[src/rtl/mem_port_arbiter.sv]
// -----------------------------------------------------------------------------
// mem_port_arbiter
//   Shares one memory port between an instruction-fetch requester and a
//   load/store requester. One transaction is in flight at a time:
//   IDLE (grant) -> SERVE_IF/SERVE_D (wait for mem_ack or timeout) -> RESP
//   (one-cycle done pulse) -> IDLE.
//
//   Configuration macro: MEM_ARB_ROUND_ROBIN_EN
//     defined   : ties go to the requester not served last (pointer resets
//                 to "fetch served last", so the first tie goes to data).
//     undefined : data always wins a tie.
//
// Ports
//   clock, reset           sole clock; synchronous active-high reset
//   if_req/if_addr         fetch request (held until if_gnt) and address
//   if_gnt/if_done         one-cycle fetch grant / completion
//   if_rdata               last fetched instruction word
//   d_req/d_we/d_size/     data request (held until d_gnt), store enable,
//   d_addr/d_wdata         size code, address, store data
//   d_gnt/d_done/d_rdata   one-cycle data grant / completion, last load data
//   err                    qualifies a done pulse: transaction timed out
//   mem_req/mem_we/        memory request (held until mem_ack), write enable,
//   mem_size/mem_addr/     size code, address, write data
//   mem_wdata
//   mem_rdata/mem_ack      memory read data and completion strobe
//   busy                   high whenever the arbiter is not idle
// -----------------------------------------------------------------------------
module mem_port_arbiter #(
  parameter int ADDR_W  = 64,
  parameter int DATA_W  = 64,
  parameter int TIMEOUT = 255
) (
  input  logic              clock,
  input  logic              reset,
  input  logic              if_req,
  input  logic [ADDR_W-1:0] if_addr,
  output logic              if_gnt,
  output logic              if_done,
  output logic [31:0]       if_rdata,
  input  logic              d_req,
  input  logic              d_we,
  input  logic [1:0]        d_size,
  input  logic [ADDR_W-1:0] d_addr,
  input  logic [DATA_W-1:0] d_wdata,
  output logic              d_gnt,
  output logic              d_done,
  output logic [DATA_W-1:0] d_rdata,
  output logic              err,
  output logic              mem_req,
  output logic              mem_we,
  output logic [1:0]        mem_size,
  output logic [ADDR_W-1:0] mem_addr,
  output logic [DATA_W-1:0] mem_wdata,
  input  logic [DATA_W-1:0] mem_rdata,
  input  logic              mem_ack,
  output logic              busy
);

  typedef enum logic [1:0] {IDLE, SERVE_IF, SERVE_D, RESP} state_t;

  // The wait counter times out on its last permitted cycle, so mem_req is
  // high for exactly TIMEOUT cycles when no ack arrives.
  localparam logic [7:0] LAST_WAIT = 8'(TIMEOUT - 1);

  state_t            state_q, state_d;
  logic [7:0]        cnt_q, cnt_d;
  logic              owner_q, owner_d;    // 1 = data side owns the transaction
  logic              err_q, err_d;
  logic [ADDR_W-1:0] addr_q, addr_d;
  logic              we_q, we_d;
  logic [1:0]        size_q, size_d;
  logic [DATA_W-1:0] wdata_q, wdata_d;
  logic [31:0]       if_rdata_q, if_rdata_d;
  logic [DATA_W-1:0] d_rdata_q, d_rdata_d;
  logic              pick_d;              // data side wins arbitration

`ifdef MEM_ARB_ROUND_ROBIN_EN
  logic last_data_q;                      // 1 = data was served last

  // On a tie, serve whoever was not served last.
  always_comb pick_d = d_req && (!if_req || !last_data_q);

  always_ff @(posedge clock) begin
    if (reset)
      last_data_q <= 1'b0;
    else if (if_gnt || d_gnt)
      last_data_q <= d_gnt;
  end
`else
  always_comb pick_d = d_req;
`endif

  // NOTE: every combinational output and next-state value gets a default
  // before the case statement; a path that skips an assignment would
  // otherwise infer a latch.
  always_comb begin
    state_d    = state_q;
    cnt_d      = cnt_q;
    owner_d    = owner_q;
    err_d      = err_q;
    addr_d     = addr_q;
    we_d       = we_q;
    size_d     = size_q;
    wdata_d    = wdata_q;
    if_rdata_d = if_rdata_q;
    d_rdata_d  = d_rdata_q;
    if_gnt     = 1'b0;
    d_gnt      = 1'b0;
    if_done    = 1'b0;
    d_done     = 1'b0;
    err        = 1'b0;
    mem_req    = 1'b0;

    unique case (state_q)
      IDLE: begin
        // Grants are suppressed while reset is held so every output is 0.
        if ((if_req || d_req) && !reset) begin
          owner_d = pick_d;
          cnt_d   = '0;
          err_d   = 1'b0;
          if (pick_d) begin
            d_gnt   = 1'b1;
            addr_d  = d_addr;
            we_d    = d_we;
            size_d  = d_size;
            wdata_d = d_wdata;
            state_d = SERVE_D;
          end else begin
            if_gnt  = 1'b1;
            addr_d  = if_addr;
            we_d    = 1'b0;
            size_d  = 2'b10;
            wdata_d = '0;
            state_d = SERVE_IF;
          end
        end
      end
      SERVE_IF, SERVE_D: begin
        mem_req = 1'b1;
        // An ack on the final wait cycle takes priority over the timeout.
        if (mem_ack) begin
          if (state_q == SERVE_D) d_rdata_d  = mem_rdata;
          else                    if_rdata_d = mem_rdata[31:0];
          state_d = RESP;
        end else if (cnt_q == LAST_WAIT) begin
          err_d   = 1'b1;
          state_d = RESP;
        end else begin
          cnt_d = cnt_q + 8'd1;
        end
      end
      RESP: begin
        if_done = !owner_q;
        d_done  = owner_q;
        err     = err_q;
        state_d = IDLE;
      end
      default: state_d = IDLE;
    endcase
  end

  // NOTE: state registers use non-blocking assignments so every flop samples
  // the pre-edge values regardless of statement order.
  // NOTE: the read-data holding registers are reset too, because their
  // outputs are required to read 0 out of reset.
  always_ff @(posedge clock) begin
    if (reset) begin
      state_q    <= IDLE;
      cnt_q      <= '0;
      owner_q    <= 1'b0;
      err_q      <= 1'b0;
      addr_q     <= '0;
      we_q       <= 1'b0;
      size_q     <= '0;
      wdata_q    <= '0;
      if_rdata_q <= '0;
      d_rdata_q  <= '0;
    end else begin
      state_q    <= state_d;
      cnt_q      <= cnt_d;
      owner_q    <= owner_d;
      err_q      <= err_d;
      addr_q     <= addr_d;
      we_q       <= we_d;
      size_q     <= size_d;
      wdata_q    <= wdata_d;
      if_rdata_q <= if_rdata_d;
      d_rdata_q  <= d_rdata_d;
    end
  end

  assign mem_we    = we_q;
  assign mem_size  = size_q;
  assign mem_addr  = addr_q;
  assign mem_wdata = wdata_q;
  assign if_rdata  = if_rdata_q;
  assign d_rdata   = d_rdata_q;
  assign busy      = (state_q != IDLE);

endmodule

[config.mk]
export PLATFORM = sky130hd
export DESIGN_NAME = mem_port_arbiter
export DESIGN_NICKNAME = d
export VERILOG_FILES = /design/src/rtl/mem_port_arbiter.sv
export SDC_FILE = /design/constraint.sdc
export NUM_CORES = 1
export LEC_CHECK = 0
export CAP_MARGIN = 5
export CORE_AREA = 3 3 194 196
export CTS_CLUSTER_DIAMETER = 150
export DETAILED_ROUTE_END_ITERATION = 12
export DIE_AREA = 0 0 197 199
export HOLD_SLACK_MARGIN = 0.06
export SLEW_MARGIN = 20
export SYNTH_ARGS = -nofsm -noshare
export SYNTH_HDL_FRONTEND = slang
export SYNTH_SLANG_ARGS = --single-unit
[constraint.sdc]
create_clock -name clock -period 1.96 [get_ports clock]
set_input_delay 0.49 -clock clock [delete_from_list [all_inputs] [get_ports clock]]
set_output_delay 0.49 -clock clock [all_outputs]
set_load 0.01 [all_outputs]
### Word level (Yosys, flattened, before mapping)

Index checks and enable logic that the tools add are counted.

* bits in registers: 239
* input port bits: 264
* output and inout bits: 234

* add/subtract/negate cells: 1
* equal/unequal tests: 9
* muxes and demuxes: 27
* bitwise gates (word level): 1
* reduce and logical (&&, ||, !) cells: 14

Operators by type and width (number)
* $mux 64: 2
* $mux 8: 3
* $pmux 8 s2: 1
* $mux 1: 14
* $mux 2: 5
* $add 8x1->8 const B: 1
* $eq 8x8->1 const B: 1
* $ne 2x2->1 const B: 4
* $reduce_and 4->1: 2
* $pmux 2 s3: 1
* $reduce_and 3->1: 2
* $eq 2x2->1 const B: 2
* $reduce_and 2->1: 2
* $reduce_bool 2->1: 2
* $ne 3x3->1 const B: 1
* $eq 2x1->1 const B: 1
* $logic_not 1->1: 2
* $logic_not 2->1: 1
* $pmux 1 s2: 1
* $reduce_or 2->1: 1
* $logic_and 1x1->1: 1
* $logic_or 1x1->1: 1
* $not 1->1: 1

### Logic depth before layout (Yosys ltp)

Gate-level depths: netlist of the first run.

* depth in word-level cells: 4
* mapped depth: 10
* gate-level depth less buffers: 6

### Worst setup path after synthesis of the first run

No wires, ideal clock.

* path kind: reg2out
* from: register state_q[0]
* to: output if_gnt
* arrival time: 1.488 ns
* required time: 1.470 ns
* setup slack: -0.018 ns
* stages on the path, launching flop included: 9
* buffers on the path: 3
* path through: dfxtp_1 -> inv_1 -> ha_1 -> buf_2 -> inv_1 -> or2_1 -> buf_2 -> buf_2 -> nor2_1

* longest elaborated chain between the ends: 2

RTL lines
* start, declared: line 65 `state_t state_q, state_d;`
* start signal, assigned: line 179 `state_q <= state_d;`
* $logic_not 2->1: line 114 `unique case (state_q)`
* $mux 1: line 114
* end, declared: line 37 `output logic if_gnt,`

Every way passes these cells.

### Final worst setup path of the first run

* from: register state_q[1]
* to: output if_gnt

Same word-level chain as after synthesis.

==> results.txt, run 1 <==
Entering global routing, the biggest net connects 128 pins. The tools report the number of antenna violations at the first check in global routing as 4. For the finished layout, the period the worst path requires is 2.136 ns. In this run, synthesis produced a sequential element count of 239. The tools report the starting DRC count in detailed routing as 301. The number of port buffers works out to 497. The setup slack on the worst flop-to-flop path was 0.13 ns; the die extent in y was 199 um.

The netlist uses 34 different library cells. The worst-case IR drop observed on VDD is 612.2 uV. After synthesis, the most frequently instantiated cells are 271 x sky130_fd_sc_hd__nand2_1, 239 x sky130_fd_sc_hd__dfxtp_1, 171 x sky130_fd_sc_hd__a21oi_1. Setup violations remaining at the end of the flow were counted as 3. Data arrives at the worst endpoint at 1.65 ns. Based on the critical path, the design can be clocked at up to 0.4681 GHz.

For the via count of the first global-routing pass, the log shows 9,032. The worst hold path begins at reset. Dominant cell type by area after synthesis: sky130_fd_sc_hd__dfxtp_1. Clock transition at the registers of the reported paths: 0.06 ns. The worst stage delay on the critical path was 0.33 ns; the final-layout fill cell count was 3,577. The category of the critical setup timing path was register to primary output.

The final reports fail on setup timing. The row count was 70. The switching power share of the total works out to 0.3270. Setup repair after global routing could not meet its margin everywhere.

The final sum of negative setup slack was -0.3860 ns. The share of synthesized flip-flops with an asynchronous set or reset was 0; the cell area power density was 1005 nW/um^2. The min-delay analysis places its worst path in the category input port to register.

For the half-perimeter wire length after placement, the log shows 25,000 um. The first global-routing pass estimated 50,270 um of wire. The run gives 39,200 sq um as the die area. The final layout contains 1,846 nets.

The final-report max-slew violation count came out at 0. Across the routed clock network, the largest skew measured is 0.02232 ns. The part of the Yosys area used for sequential elements is 0.5155, and the part of the power in the clock network is 0.310.

The worst setup path is launched from a register. Total number of yosys warnings: 0. TritonCTS built the clock tree. In this run the cell area measured after placement is 14,830 sq um. The clock reaches the later pin of the worst-skew pair after 0.56 ns.

Summed over all layers, the routed wires come to 34,980 um. The number of buffers created by CTS came out at 28. The run gives 0.1595 as the total global routing track utilization. Worst max-slew margin expressed relative to the limit: 0.3571. The worst setup path is captured at a primary output. The tools report the worst path required time as 1.47 ns. After detailed routing, the number of vias per cell comes to 4.568. Yosys instantiated no cell more often than sky130_fd_sc_hd__nand2_1. Core utilization of the finished layout: 0.4373. Count of pins on the block boundary: 498.

The logs give 0 for the residual antenna-violating net count after detailed routing and 0.7598 for the routability congestion estimate from global placement. Before antenna repair, the detailed router went through 4 iterations. The tree is rooted in a sky130_fd_sc_hd__clkbuf_16. The run gives 0 as the count of endpoints failing hold in the final timing report. Summed over all nets, the switching power comes to 5211 uW. Counting both buffers and inverters, the worst setup path holds a total of 3.

The actual transition at the worst max-transition pin works out to 0.9643 ns. The most critical setup path has its startpoint at state_q[1]. In the final routed layout, each cell accounts on average for 16.95 um. Max capacitance violation total: 0. The run gives 1,372 as the net count after synthesis. For the post-synthesis instance total, the log shows 1,102. The tools report the static leakage as 0.007292 uW. The run finished, with violations left. The fraction of final layout cells with drive strength greater than 1 was 0.07461; the H-tree level count was 1.

The area share of the largest cell type after synthesis came out at 0.5155. The mean instance size in the synthesized netlist is 8.422 sq um, and the total of hold buffers inserted after clock tree synthesis is 0. Of all nets on the critical path, the largest fanout is 2. Among all flip-flop cells after synthesis, the most frequent one is sky130_fd_sc_hd__dfxtp_1. The source of the worst register-to-register timing path was state_q[1]. The clock drives 239 sinks.

The aggregate global routing overflow was 0; the number of buffers between clock root and the deepest sink was 3. The run gives 10,730 uW as the cell-internal power. The die is 197 um wide. Combinational share of power: 0.327. The final worst slack is -0.1761 ns. The kind of cell with the highest combined delay along the critical path is simple AND/OR/NAND/NOR gates. From synthesis to final layout, the design area changed by 70.83%. For this design, the slowest cell found on the critical path is sky130_fd_sc_hd__dfxtp_2. Detailed routing inserted a total of 9,429 vias. Sorting the synthesized cells by area gives the leading types as sky130_fd_sc_hd__dfxtp_1 52%, sky130_fd_sc_hd__nand2_1 11%, sky130_fd_sc_hd__a21oi_1 9.2%.

The post-route fraction of the period consumed by the critical path works out to 1.090. The synthesized design contains 0 enable-type register cells. The logs give 0.2560 for the effective utilization at floorplan and 0.363 for the share of total power in sequential cells.

The run gives 0 as the number of design rule violations left after detail routing. The logs give 9281 sq um for the post-synthesis instance area and 36,260 sq um for the area of the placeable core. The worst-case setup slack after placement came out at -0.6572 ns. The critical path goes through inv_2 > ha_4 > inv_4 > or2_4 > nor2_4 > buf_6. The post-route cell area came out at 15,860 sq um.
## flip-flops by register name (all words and copies together), names as in the netlist
| name | cells |
|---|---|
| err_q | 1 |
| owner_q | 1 |
| mem_size | 2 |
| if_rdata | 32 |
| mem_wdata | 64 |
| state_q | 2 |
| cnt_q | 8 |
| mem_we | 1 |
| d_rdata | 64 |
| mem_addr | 64 |
## worst paths after layout
kind | cells after the start | to
worst max-delay path | 6 | if_gnt
worst min-delay path | 5 | state_q[0]
worst max register to register | 10 | mem_wdata[22]
worst min register to register | 2 | mem_wdata[51]
## power by group through the flow
stage / Combinational (uW) / Clock [uW] / Sequential [uW]
floorplan: 2260 / 0 / 6160
global placement: 5220 / 0 / 5870
detailed placement: 5270 / 0 / 5890
CTS: 5140 / 5120 / 5790
global route: 5660 / 5310 / 5870
finish: 5210 / 4940 / 5790
## area by class of cell
cell class                      count  area, sq um  area share
Multi-Input combinational cell    760         4089      0.2579
Clock buffer                       37        774.5     0.04885
Sequential cell                   239         4787      0.3019
Inverter                            8        32.53    0.002052
Tap cell                          468        585.6     0.03693
Clock inverter                     12        100.1    0.006313
Antenna cell                        1        2.502   0.0001578
Timing Repair Buffer              539         5484      0.3459
## cells in the final DEF (no fill, tap or decap), types with 27 or more instances in the layout
cell type	n
sky130_fd_sc_hd__a211oi_1	66
sky130_fd_sc_hd__a21oi_1	169
sky130_fd_sc_hd__buf_4	27
sky130_fd_sc_hd__clkbuf_16	30
sky130_fd_sc_hd__clkdlybuf4s50_1	294
sky130_fd_sc_hd__dfxtp_1	237
sky130_fd_sc_hd__dlygate4sd2_1	131
sky130_fd_sc_hd__dlymetal6s2s_1	63
sky130_fd_sc_hd__mux2i_1	65
sky130_fd_sc_hd__nand2_1	269
sky130_fd_sc_hd__nand3_1	70
sky130_fd_sc_hd__nor2_1	68
## stage by stage
step           instances  hold WS, ns  power [uW]
6_report            2064       0.4105       15940
5_1_grt             2063       0.4587       16840
4_1_cts             2061       0.4055       16050
3_5_place_dp        2011       0.4429       11160
3_3_place_gp        2011       0.4374       11090
2_1_floorplan       1102       0.4451        8414
## layer usage
metal  vias up  wire [um]  global-route usage
li1       4701          -                   -
met1      4315      13910              0.1858
met2       355      17200              0.2815
met3        52       3077             0.05352
met4         6        744             0.04250
met5         -         41                   0
## worst register-to-register path, cell delays in order, from the launching register on
cell                      delay (ns)
sky130_fd_sc_hd__dfxtp_2        0.33
sky130_fd_sc_hd__inv_2          0.07
sky130_fd_sc_hd__ha_4           0.16
sky130_fd_sc_hd__inv_4          0.04
sky130_fd_sc_hd__buf_4          0.14
sky130_fd_sc_hd__nor2_4         0.09
sky130_fd_sc_hd__buf_4          0.11
sky130_fd_sc_hd__buf_6          0.15
sky130_fd_sc_hd__buf_16         0.29
sky130_fd_sc_hd__nand3_1        0.18
sky130_fd_sc_hd__a21oi_1        0.20
## cell families (layout without fill, tap and decap cells)
family                     after synthesis  after routing  synth area share
AOI/OAI and AO/OA                      256            256            0.1634
other                                    0              1                 0
DFF                                    239            239            0.5155
adders and majority gates                6              6          0.008088
and+or+nand+nor                        433            433            0.1918
buffers and inverters                  103            596           0.05109
muxes                                   65             65           0.07010
## timing repair
action | in CTS | in global routing
endpoints found under the setup margin | 144 | 132
gates cloned | 0 | 2
pin swaps | 3 | 3
setup buffers | 1 | 0
resized for setup | 178 | 73
Power figures use the tool's default switching activity.
==> run 2: changes to the inputs <==
PLACE_DENSITY = 0.63   (was not set)
==> run 2 against run 1 <==
Against the previous run:
- the run still ends with setup timing left
- wire length decreased by 0.93%
- total power increased by 2.2%
- clock skew increased by 0.0099 ns
- clock power increased by 7.3%
- maximum frequency increased by 1.0%
- sequential power about the same
- non-clock buffer count decreased by 3
- first-iteration DRC count decreased by 3.3%
- critical path depth unchanged
- sequential cell count unchanged
- critical endpoint unchanged
- largest cell class unchanged
- highest routed layer unchanged
==> results.txt, run 2 (same netlist as run 1, synthesis figures left out) <==
The final-report max-slew violation count was 0 (unchanged). Failing checks: setup timing (unchanged). The run gives 141 (was 128) as the maximum number of pins on one net before global-route repair.

The final setup violation count is 4 (was 3). The clock transition at the registers of the reported paths was 0.06 ns (about the same). The count of pins on the block boundary was 498 (unchanged). The post-route fraction of the period consumed by the critical path works out to 1.079 (was 1.090).

Worst-case setup slack after placement: -0.5518 ns (was -0.6572 ns). The static leakage was 0.007380 uW (was 0.007292 uW); the chip width was 197 um (unchanged). The detailed-route vias per instance came out at 4.597 (was 4.568).

Category of the critical setup timing path: register to primary output (unchanged). Die extent in y: 199 um (unchanged). The residual antenna-violating net count after detailed routing is 0 (unchanged). The final net count was 1,843 (was 1,846).

For the die area, the log shows 39,200 sq um (unchanged). The half-perimeter wire length after placement is 24,910 um (was 25,000 um), and the routability congestion estimate from global placement is 0.7831 (was 0.7598). The logs give 28 (unchanged) for the number of buffers created by CTS and 291 (was 301) for the starting DRC count in detailed routing. Critical path cell sequence: inv_2 > ha_4 > inv_4 > or2_4 > nor2_4 > buf_6 (unchanged).

The final worst slack was -0.1542 ns (was -0.1761 ns). The tools report the startpoint of the tightest hold check path as mem_wdata[26] (was reset). Setup repair after global routing could not meet its margin everywhere.

Reg-to-reg critical path endpoint: mem_addr[39] (was mem_wdata[22]). For the global-route wire length before repair, the log shows 50,260 um (was 50,270 um). The fraction of final layout cells with drive strength greater than 1 was 0.07277 (was 0.07461); the clock skew was 0.03226 ns (was 0.02232 ns).

The run gives 0.4371 (was 0.4373) as the core utilization of the finished layout. The largest vdd supply drop is 682.2 uV (was 612.2 uV), and the worst max-slew margin expressed relative to the limit is 0.5127 (was 0.3571). The tools report the number of antenna violations at the first check in global routing as 2 (was 4). TritonCTS built the clock tree. The run gives 3,639 (was 3,577) as the final-layout fill cell count. The area added between synthesis and finish is 70.76% (was 70.83%). The aggregate global routing overflow was 0 (unchanged).

The worst path required time came out at 1.47 ns (about the same). The total global routing track utilization is 0.1602 (was 0.1595), and the worst stage delay on the critical path is 0.32 ns (was 0.33 ns). The flow ran to the end, but the final reports show violations. The tools report the final sum of negative setup slack as -0.3456 ns (was -0.3860 ns).

The tools report the number of design rule violations left after detail routing as 0 (unchanged). Max capacitance violation total: 0 (unchanged). The critical-path cell with the highest stage delay was sky130_fd_sc_hd__dfxtp_2 (unchanged). The run gives 4074 sq um (was 4089 sq um) as the total area of multi-input combinational cells. The run gives 239 (unchanged) as the number of clock sinks seen by CTS. The tools report the clock tree root buffer cell as sky130_fd_sc_hd__clkbuf_16 (unchanged). The clock latency reported for the late side of the worst-skew pair was 0.57 ns (was 0.56 ns); the highest fanout seen on the critical path was 2 (unchanged). The source of the worst register-to-register timing path is state_q[0] (was state_q[1]).

The tools report the kind of end point of the critical path as a primary output (unchanged). The first-pass iteration count of the detailed router is 5 (was 4), and the cell area power density is 1028 nW/um^2 (was 1005 nW/um^2). The total of hold buffers inserted after clock tree synthesis came out at 0 (unchanged). The logs give 9,116 (was 9,032) for the via count of the first global-routing pass and 0.4730 GHz (was 0.4681 GHz) for the maximum operating frequency. For the total via count after detailed routing, the log shows 9,483 (was 9,429).

The number of buffers between clock root and the deepest sink is 3 (unchanged). The number of cells traversed by the worst register-to-register path was 10 (unchanged). The row count was 70 (unchanged); the actual transition at the worst max-transition pin was 0.7310 ns (was 0.9643 ns). Worst min-delay path class: register to register (was input port to register). The run gives 0.2560 (unchanged) as the effective utilization at floorplan. The sequential cell area is 4787 sq um (unchanged). The routed wire length was 34,650 um (was 34,980 um).

The count of cells along the worst hold path is 2 (was 5), and the wire length per cell after detailed routing is 16.80 um (was 16.95 um). The run gives 36,260 sq um (unchanged) as the area of the placeable core. Launching element type of the critical path: a register (unchanged).

The number of port buffers was 497 (unchanged). Most used cells in the layout excluding fill and tap cells: 284 x sky130_fd_sc_hd__clkdlybuf4s50_1, 269 x sky130_fd_sc_hd__nand2_1, 237 x sky130_fd_sc_hd__dfxtp_1, 171 x sky130_fd_sc_hd__a21oi_1, 139 x sky130_fd_sc_hd__dlygate4sd2_1 (was 294 x sky130_fd_sc_hd__clkdlybuf4s50_1, 269 x sky130_fd_sc_hd__nand2_1, 237 x sky130_fd_sc_hd__dfxtp_1, 169 x sky130_fd_sc_hd__a21oi_1, 131 x sky130_fd_sc_hd__dlygate4sd2_1). The most common cell after layout, fill and taps aside is sky130_fd_sc_hd__clkdlybuf4s50_1 (unchanged).

The setup slack on the worst flop-to-flop path was 0.10 ns (was 0.13 ns); the minimum clock period was 2.114 ns (was 2.136 ns). Critical path data arrival time: 1.62 ns (was 1.65 ns). The end point of the worst hold path is mem_wdata[26] (was state_q[0]). H-tree level count: 1 (unchanged).

Count of endpoints failing hold in the final timing report: 0 (unchanged).
==> run 2: cell types whose count changed in the layout (fill, tap and decap cells not counted), sizes merged <==
cell / previous run / this run
clkdlybuf4s50: 294 / 284
dlygate4sd2: 131 / 139
buf: 49 / 46
bufinv: 0 / 2
clkbuf: 39 / 41
clkinv: 10 / 8
dlymetal6s2s: 63 / 65
==> run 2: critical path, delay by kind of cell (launching register included) <==
family        cells  cell delay [ns]
buf+inv           3             0.22
fa+ha+maj         1             0.16
flops             1             0.32
simple gates      2             0.34
==> run 2: how the worst max path moves through the flow <==
stage / start / to / slack (ns)
floorplan: state_q[0] / if_gnt / 0.02
global placement: if_req / if_gnt / -0.55
global route: state_q[0] / if_gnt / -0.23
detailed placement: if_req / if_gnt / -0.55
finish: state_q[0] / if_gnt / -0.15
CTS: state_q[1] / if_gnt / -0.20
==> run 2: through the flow <==
stage | total power (uW) | area (sq um) | hold slack, ns | instances
after floorplan | 8414 | 9284 | 0.4451 | 1102
after global placement | 11110 | 14780 | 0.4377 | 2006
after detailed placement | 11180 | 14780 | 0.4432 | 2006
after CTS | 16370 | 15600 | 0.4312 | 2058
after global routing | 17220 | 15850 | 0.4486 | 2062
final | 16290 | 15850 | 0.4455 | 2063
==> run 2: final cells by class <==
cell class,instances,area share
Sequential cell,239,0.3020
Timing Repair Buffer,536,0.3415
Inverter,8,0.002053
Antenna cell,1,0.0001579
Tap cell,468,0.03695
Multi-Input combinational cell,760,0.2570
Clock buffer,39,0.05124
Clock inverter,12,0.009000
==> run 2: timing repair <==
| action | CTS | global route |
|---|---|---|
| pin swaps | 3 | 3 |
| gates cloned | 0 | 1 |
| endpoints found under the setup margin | 240 | 160 |
| hold endpoints to repair | 0 | 0 |
| buffers inserted | 1 | 3 |
| gates resized for setup | 188 | 76 |
==> run 2: report_power, final <==
part           leakage (uW)  internal, uW  switching, uW
Combinational       0.00496          2450           2770
Clock              0.000476          3170           2140
Sequential          0.00195          5490            291
==> run 2: routing by layer <==
layer	vias to the layer above	global-route usage	share of wire
li1	4702	-	-
met1	4328	0.1827	0.39
met2	385	0.2820	0.49
met3	66	0.05098	0.091
met4	2	0.05887	0.032
met5	-	0	0.00038
